[config.mk]
export PLATFORM = sky130hd
export DESIGN_NAME = cpu_sequencer
export DESIGN_NICKNAME = d
export VERILOG_FILES = /design/src/rtl/cpu_sequencer.sv
export SDC_FILE = /design/constraint.sdc
export NUM_CORES = 1
export LEC_CHECK = 0
export BUFFER_PORTS_ARGS = -buffer_cell sky130_fd_sc_hd__buf_2
export CAP_MARGIN = 15
export CORE_ASPECT_RATIO = 0.7
export CORE_UTILIZATION = 55
export CTS_CLUSTER_DIAMETER = 30
export DETAILED_ROUTE_END_ITERATION = 7
export HOLD_SLACK_MARGIN = 0.12
export PLACE_DENSITY = 0.74
export SLEW_MARGIN = 20
export SYNTH_ARGS = -nofsm -noshare
export SYNTH_HDL_FRONTEND = slang
export SYNTH_SLANG_ARGS = --single-unit
[constraint.sdc]
create_clock -name clk_i -period 2.4 [get_ports clk_i]
set_input_delay 0.12 -clock clk_i [delete_from_list [all_inputs] [get_ports clk_i]]
set_output_delay 0.12 -clock clk_i [all_outputs]
set_load 0.02 [all_outputs]
[src/rtl/cpu_sequencer.sv]
// CPU clock-enable divider, reset/run/pause/step sequencer and IRQ synchronizer/filter for RangerRisc.
// Optional feature: define SEQ_STEP_EN to honour run_i/step_i (SHALT/SSTEP states).
module cpu_sequencer #(
  parameter int unsigned DIV_N       = 14,
  parameter int unsigned RESET_TICKS = 4,
  parameter int unsigned IRQ_FILTER  = 3
) (
  input  logic       clk_i,
  input  logic       reset_i,
  input  logic       sw_reset_i,
  input  logic       run_i,
  input  logic       step_i,
  input  logic       irq_ni,
  output logic       cpu_ce_o,
  output logic       cpu_reset_no,
  output logic       irq_no,
  output logic       halted_o,
  output logic [1:0] state_o
);

  typedef enum logic [1:0] {
    S_RESET = 2'd0,
    S_RUN   = 2'd1,
    S_HALT  = 2'd2,
    S_STEP  = 2'd3
  } state_e;

  localparam int unsigned DW = DIV_N + 1;

  logic [DW-1:0] div_q, div_d;
  logic          tick;
  state_e        state_q, state_d;
  logic [7:0]    rcnt_q, rcnt_d;
  logic          ce_q, ce_d;
  logic          rst_n_q, rst_n_d;
  logic [1:0]    sync_q;
  logic          irq_q, irq_d;
  logic [3:0]    fcnt_q, fcnt_d;

  assign tick = &div_q;

  // NOTE: every variable gets a default before the case so no path can infer a latch.
  always_comb begin
    div_d   = div_q + DW'(1);
    state_d = state_q;
    rcnt_d  = rcnt_q;
    ce_d    = tick && (state_q != S_HALT);

    case (state_q)
      S_RESET: begin
        if (tick) begin
          if (rcnt_q == 8'(RESET_TICKS - 1)) begin
            rcnt_d = '0;
`ifdef SEQ_STEP_EN
            state_d = run_i ? S_RUN : S_HALT;
`else
            state_d = S_RUN;
`endif
          end else begin
            rcnt_d = rcnt_q + 8'd1;
          end
        end
      end
`ifdef SEQ_STEP_EN
      S_RUN:  if (tick && !run_i) state_d = S_HALT;
      S_HALT: begin
        if (run_i)       state_d = S_RUN;
        else if (step_i) state_d = S_STEP;
      end
      S_STEP: if (tick) state_d = S_HALT;
`endif
      default: ;
    endcase

    if (sw_reset_i) begin
      state_d = S_RESET;
      rcnt_d  = '0;
      div_d   = '0;
    end

    // Core reset follows the next state so it lifts together with the last reset tick's enable.
    rst_n_d = (state_d != S_RESET);
  end

  // A sample must disagree with irq_no for IRQ_FILTER consecutive clks before irq_no follows it.
  always_comb begin
    irq_d  = irq_q;
    fcnt_d = '0;
    if (sync_q[1] != irq_q) begin
      if (({1'b0, fcnt_q} + 5'd1) >= 5'(IRQ_FILTER)) irq_d = sync_q[1];
      else                                           fcnt_d = fcnt_q + 4'd1;
    end
  end

  // NOTE: sequential state uses non-blocking assignments only; the synchronizer resets to idle (1).
  always_ff @(posedge clk_i or negedge reset_i) begin
    if (!reset_i) begin
      div_q   <= '0;
      state_q <= S_RESET;
      rcnt_q  <= '0;
      ce_q    <= 1'b0;
      rst_n_q <= 1'b0;
      sync_q  <= 2'b11;
      irq_q   <= 1'b1;
      fcnt_q  <= '0;
    end else begin
      div_q   <= div_d;
      state_q <= state_d;
      rcnt_q  <= rcnt_d;
      ce_q    <= ce_d;
      rst_n_q <= rst_n_d;
      sync_q  <= {sync_q[0], irq_ni};
      irq_q   <= irq_d;
      fcnt_q  <= fcnt_d;
    end
  end

  assign cpu_ce_o     = ce_q;
  assign cpu_reset_no = rst_n_q;
  assign irq_no       = irq_q;
  assign state_o      = state_q;

`ifdef SEQ_STEP_EN
  assign halted_o = (state_q == S_HALT);
`else
  // Pause/step controls have no effect in this build.
  logic unused_ctrl;
  assign unused_ctrl = run_i ^ step_i;
  assign halted_o    = 1'b0;
`endif

endmodule

# Word-level counts from Yosys, hierarchy flattened
# Index checks and enable logic that the tools add are counted.
# W data, S select, Z words.
# totals
ff_bits	34
input_bits	6
output_inout_bits	6
elab_cells	35
# op_classes
addsub	4
n_lt_le_gt_ge	1
eq_ne	3
muxes	11
reduce_logical	8
# op_table
cell	n
$mux W8	4
$add A15 B1 Y15 const B	1
$mux W15	1
$reduce_and A15 Y1	1
$add A8 B1 Y8 const B	1
$eq A8 B2 Y1 const B	1
$mux W2	4
$mux W4	2
$reduce_bool A2 Y1	3
$add A4 B1 Y5 const B	1
$ge A5 B2 Y1 const B	1
$add A4 B1 Y4 const B	1
$reduce_and A2 Y1	2
$logic_not A2 Y1	1
$ne A2 B2 Y1 const B	1
$logic_and A1 B1 Y1	1
$ne A1 B1 Y1	1

# Logic depth before layout (Yosys ltp)
# Gate-level depths: netlist of the first run.
# logic_depth
word_depth	6
depth_mapped	7
mapped_depth_nobuf	6

# Least setup slack after synthesis of the first run
# Ideal clock, no wire load.
# synth_path
path_kind	register to register
startpoint	register div_q[0]
endpoint	register rcnt_q[6]
setup_ps	78
arrival_ps	1630
required_ps	2322
setup_slack_ps	692
stages_incl_launch_ff	7
n_path_buf	1
synth_period_minus_slack_ps	1708
cell_sequence	dfrtp_1 > ha_1 > buf_2 > and4bb_2 > nand4_4 > or4b_1 > a21oi_1
# synth_via
elab_chain_len	3
# synth_rtl
item	line	source
from (decl)	30	logic [DW-1:0] div_q, div_d;
from (signal assigned)	107	div_q <= div_d;
$reduce_and A15 Y1	40	assign tick = &div_q;
$reduce_bool A2 Y1 (no line)	--	
$reduce_and A2 Y1 (no line)	--	
to (signal assigned)	109	rcnt_q <= rcnt_d;
to (decl)	33	logic [7:0] rcnt_q, rcnt_d;
# No other way between the ends.
# A chain may end at the register's enable or synchronous reset.

# Worst setup path after layout of the first run
# Ends and elaborated chain as after synthesis.

==> results of run 1 <==
[power breakdown]
group / internal (uW) / total (uW) / switching, uW
clock network: 231 / 427 / 196
logic: 15.2 / 48.3 / 33.1
registers: 586 / 594 / 7.79
total: 833 / 1070 / 237
[registers in the layout, indices dropped and copies added (netlist names)]
| name | flops |
|---|---|
| rcnt_q | 8 |
| irq_no | 1 |
| fcnt_q | 4 |
| cpu_reset_no | 1 |
| cpu_ce_o | 1 |
| state_o | 2 |
| div_q | 15 |
| sync_q | 2 |
[what timing repair did]
action,in CTS,in global routing
hold buffers,2,0
endpoints found under the setup margin,0,0
hold endpoints to repair,32,0
[logic make-up after synthesis]
logic type | count (synthesis) | share of synthesized area [%]
and+or+nand+nor | 72 | 24.9
DFF | 34 | 52.5
AOI/OAI and AO/OA | 25 | 8.53
xor gates and xnor gates | 12 | 6.46
buffers and inverters | 12 | 3.61
adders and majority gates | 4 | 3.07
other | 1 | 0.230
muxes | 1 | 0.692
[cell usage in the layout (no fill, tap or decap), types with 5 or more instances in the layout]
cell	instances
and3_1	5
nand2_1	12
nor2_1	19
a21oi_1	13
dfrtp_1	31
o21ai_0	6
clkbuf_8	6
buf_2	8
nand4_1	7
nand3_1	7
xor2_1	11
and4_1	5
[layer usage]
| metal | up-vias | wire length [um] | part of all wire [%] | global-route usage (%) |
|---|---|---|---|---|
| met2 | 35 | 1460 | 49 | 33.8 |
| met4 | 0 | 34 | 1.1 | 11.1 |
| li1 | 584 | - | - | - |
| met1 | 590 | 1370 | 46 | 25.6 |
| met3 | 5 | 135 | 4.5 | 6.67 |
| met5 | - | 0 | 0 | 0 |
[worst max-delay path by stage]
stage                             from                     to
floorplan           div_q[0]$_DFF_PN0_  rcnt_q[6]$_DFFE_PN0P_
detailed placement  div_q[0]$_DFF_PN0_  rcnt_q[6]$_DFFE_PN0P_
CTS                 div_q[0]$_DFF_PN0_  rcnt_q[6]$_DFFE_PN0P_
global placement    div_q[0]$_DFF_PN0_  rcnt_q[6]$_DFFE_PN0P_
global route        div_q[0]$_DFF_PN0_  rcnt_q[6]$_DFFE_PN0P_
finish              div_q[0]$_DFF_PN0_  rcnt_q[6]$_DFFE_PN0P_
[critical path: stages, from the launching register on]
cell      delay (ns)
dfrtp_1         0.36
ha_1            0.35
and4bb_2        0.31
nand4_4         0.21
or4b_1          0.55
a21oi_1         0.14
[area by class of cell]
type                            count  share of cell area, %
Clock buffer                        7                   4.83
Clock inverter                      1                  0.280
Multi-Input combinational cell    117                   40.4
Tap cell                           36                   2.52
Timing Repair Buffer               10                   3.36
Inverter                            4                  0.840
Sequential cell                    34                   47.8
[through the flow]
stage / hold WS [ns] / area [um2] / util [%] / cells / power, uW
3_3_place_gp: 0.218 / 1680 / 59.8 / 199 / 648
3_5_place_dp: 0.223 / 1680 / 59.8 / 199 / 652
5_1_grt: 0.293 / 1790 / 63.8 / 209 / 1110
6_report: 0.271 / 1790 / 63.8 / 209 / 1070
2_1_floorplan: -0.176 / 1640 / - / 163 / 631
4_1_cts: 0.268 / 1790 / 63.8 / 209 / 1080
==> flow_summary.yaml, run 1 <==
job:
  maxCapViolations: 0
placed_design:
  gp_congestion: 0.803
  dp_hpwl_um: 1970
  io_buffer_count: 8
  post-place-ws_ns: 0.429
timing:
  fin_skew_ns: 0.00180
  layout_min_cycle_time_ns: 1.99
  fmax_mhz: 502
  setup_viol: 0
  timing.final.ws_setup_ns: 0.408
  rsz0062_at_grt: "false"
  worst_pin_slew_ns: 0.721
  period_share_pct: 83.0
  max_slew_margin_pct: 51.9
  slew_viol_final: 0
  setup-tns-final_ns: 0
  final_hold_viol_count: 0
critical_path:
  endpoint_kind: "flip-flop"
  arrival_ns: 2.20
  start_kind: "flip-flop"
  reg2reg_slack_ns: 0.41
  critPathRequiredTime_ns: 2.61
  reg2reg_to: "rcnt_q[6]$_DFFE_PN0P_"
  path_max_fanout: 15
  reg2reg_depth: 5
  reg2reg_from: "div_q[0]$_DFF_PN0_"
  worstSetupPathType: "reg2reg"
drt:
  dr.pass1.iters: 4
  vias: 1214
  drt_wl_total_um: 3000
  via_per_inst: 5.81
  ant_nets: 0
  avgRoutedWirePerCell_um: 14.3
  drt_iter0_drc: 32
  drc: 0
clocking:
  cts_tree: "built"
  cts_buffer_depth: 2
  postCtsSetupBuffers: 0
  cts-root-buf: "clkbuf_8"
  cts_buffers: 5
  cts_sinks: 34
  insertion_delay_ns: 0.28
  cts-resized-gates: 0
  cts_max_level: 2
  cts.clk_slew.worst_paths_ns: 0.07
yosys:
  synth_cell_types: 33
  synth_most_common_cell: "dfrtp_1"
  seq_area_frac_synth_pct: 52.5
  synth_cells: 161
  synth_edf_count: 0
  yosys-top-cells-area: "dfrtp_1 48%, xor2_1 5.9%, dfstp_2 4.8%"
  syn_avg_cell_area_um2: 10.1
  synth_top_area_share_pct: 47.7
  netlist_area_um2: 1630
  synth_commonest_cells: "31 x dfrtp_1, 19 x nor2_1, 13 x a21oi_1"
  yosys_warnings: 0
  synthArstFlopShare_pct: 100
  yosysTopAreaCell: "dfrtp_1"
  ys_ff_latch: 34
  synth_flop_cell: "dfrtp_1"
global_route:
  track_usage_pct: 20.9
  grt_antenna_before_repair: 0
  grt_pass1_wl_um: 4660
  grt_pass1_vias: 1085
  overflow: 0
  grt_max_degree: 35
floorplanning:
  start_util_pct: 58.1
  dieArea_um2: 3180
  ios: 12
  die_height_um: 47.5
  die_width_um: 67.0
  fp-row-count: 16
  coreArea_um2: 2800
finish:
  drive_above_1_share_pct: 12.1
  nFillCells: 242
  fin_nets: 182
  multi_input_area_um2: 722
  syn2layout_area_growth_pct: 9.84
  n_antenna_cell: 0
  seqCellArea_um2: 855
min_path:
  min_path_type: "in2reg"
  whs_path_depth: 2
  hold_end: "div_q[0]$_DFF_PN0_"
  min-delay-start: "sw_reset_i"
power:
  power_density_nw_per_um2: 598
  peakVddDrop_mv: 0.386
  leakage_uw: 0.000802
outcome:
  status: "finished clean"
No activity file was read; power rests on OpenSTA's default activity.
==> run 2: changes to the inputs <==
- clock period: 2.4 -> 1.9 ns (I/O delays scaled with it)
==> run 2 against run 1 <==
  * Flip-flop and latch count is the same
  * Fmax grew 12%
  * Sequential share of layout area shrank 0.59 points
  * Setup slack lost 0.29 ns
  * Clock-buffer cell count is the same
  * Critical endpoint unchanged
  * Largest cell class unchanged
  * Highest routed layer unchanged
==> flow_summary.yaml, run 2 (same netlist as run 1, synthesis figures left out) <==
min_path:
  hold_end: "div_q[7]$_DFF_PN0_"
  min_path_type: "in2reg"
  whs_path_depth: 2
  min-delay-start: "sw_reset_i"
power:
  leakage_uw: 0.000818
  power_density_nw_per_um2: 740
  peakVddDrop_mv: 0.570
finish:
  reg_top3: "div_q x15, rcnt_q x8, fcnt_q x4"
  seqCellArea_um2: 855
  mostFrequentLayoutCells: "31 x dfrtp_1, 19 x nor2_1, 13 x a21oi_1"
  largest_register_ffs: 15
  nFillCells: 235
  n_antenna_cell: 0
  fin_nets: 185
  drive_above_1_share_pct: 13.6
  largest-register: "div_q"
  syn2layout_area_growth_pct: 11.2
  multi_input_area_um2: 722
  final_common_cell: "dfrtp_1"
timing:
  fin_skew_ns: 0.00370
  max_slew_margin_pct: 50.6
  layout_min_cycle_time_ns: 1.78
  setup_viol: 0
  worst_pin_slew_ns: 0.741
  final_hold_viol_count: 0
  period_share_pct: 93.7
  slew_viol_final: 0
  timing.final.ws_setup_ns: 0.119
  setup-tns-final_ns: 0
  rsz0062_at_grt: "false"
  fmax_mhz: 562
global_route:
  overflow: 0
  track_usage_pct: 20.5
  grt_pass1_vias: 1050
  grt_max_degree: 35
  grt_pass1_wl_um: 4620
  grt_antenna_before_repair: 0
clocking:
  cts-resized-gates: 0
  cts_sinks: 34
  cts-root-buf: "clkbuf_8"
  cts_buffer_depth: 2
  cts_max_level: 2
  cts_hold_buf: 2
  cts_tree: "built"
  cts.clk_slew.worst_paths_ns: 0.07
  postCtsSetupBuffers: 0
  cts_buffers: 5
  insertion_delay_ns: 0.27
critical_path:
  worstSetupPathType: "reg2reg"
  reg2reg_slack_ns: 0.12
  reg2reg_from: "div_q[0]$_DFF_PN0_"
  reg2reg_to: "rcnt_q[6]$_DFFE_PN0P_"
  critPathRequiredTime_ns: 2.09
  reg2reg_depth: 5
  endpoint_kind: "flip-flop"
  path_max_fanout: 15
  arrival_ns: 1.98
  start_kind: "flip-flop"
drt:
  drt_wl_total_um: 2860
  drc: 0
  vias: 1190
  dr.pass1.iters: 4
  ant_nets: 0
  avgRoutedWirePerCell_um: 13.5
  via_per_inst: 5.61
  drt_iter0_drc: 46
placed_design:
  post-place-ws_ns: 0.115
  dp_hpwl_um: 1980
  gp_congestion: 0.824
  io_buffer_count: 8
floorplanning:
  die_width_um: 67.0
  start_util_pct: 58.1
  ios: 12
  fp-row-count: 16
  coreArea_um2: 2800
  dieArea_um2: 3180
  die_height_um: 47.5
job:
  maxCapViolations: 0
outcome:
  status: "finished clean"
run 2: changes by cell type in the layout (fill, tap and decap cells not counted), sizes merged:
| cell | previous run | this run |
|---|---|---|
| buf | 8 | 11 |
run 2: power breakdown:
part	total, uW	switching [uW]	internal (uW)
sequential	750	9.64	741
clock	527	235	292
combinational	62.7	42.6	20.0
run 2: stage by stage:
step | hold slack [ns] | total power [uW] | utilization [%] | instance area, um2 | std cells
after floorplan | -0.201 | 797 | - | 1640 | 163
after global placement | 0.190 | 820 | 60.6 | 1700 | 202
after detailed placement | 0.199 | 825 | 60.6 | 1700 | 202
after CTS | 0.250 | 1360 | 64.6 | 1810 | 212
after global routing | 0.280 | 1400 | 64.6 | 1810 | 212
final | 0.264 | 1340 | 64.6 | 1810 | 212
run 2: critical path, cell delays in order, from the launching register on:
cell and delay (ns):
dfrtp_1 0.37, ha_1 0.17, and4bb_2 0.26, nand4_4 0.20
or4b_1 0.54, a21oi_1 0.16
run 2: how the worst max path moves through the flow:
stage	from	cells after the start	endpoint
finish	div_q[0]$_DFF_PN0_	5	rcnt_q[6]$_DFFE_PN0P_
global route	div_q[0]$_DFF_PN0_	5	rcnt_q[6]$_DFFE_PN0P_
CTS	div_q[0]$_DFF_PN0_	5	rcnt_q[6]$_DFFE_PN0P_
detailed placement	div_q[0]$_DFF_PN0_	5	rcnt_q[6]$_DFFE_PN0P_
global placement	div_q[0]$_DFF_PN0_	5	rcnt_q[6]$_DFFE_PN0P_
floorplan	div_q[0]$_DFF_PN0_	6	rcnt_q[6]$_DFFE_PN0P_
run 2: metal layers:
| metal | vias up | GRT usage (%) | routed length [um] |
|---|---|---|---|
| li1 | 594 | - | - |
| met1 | 572 | 27.6 | 1420 |
| met2 | 22 | 32.2 | 1320 |
| met3 | 2 | 6.43 | 103 |
| met4 | 0 | 6.38 | 16 |
| met5 | - | 0 | 0 |
run 2: area by class of cell:
cell class,count,share of cell area [%]
sequential,34,47.2
inverter,4,0.829
multi-input combinational,117,39.9
clock inverter,1,0.276
timing repair buffer,13,4.56
tap,36,2.49
clock buffer,7,4.77
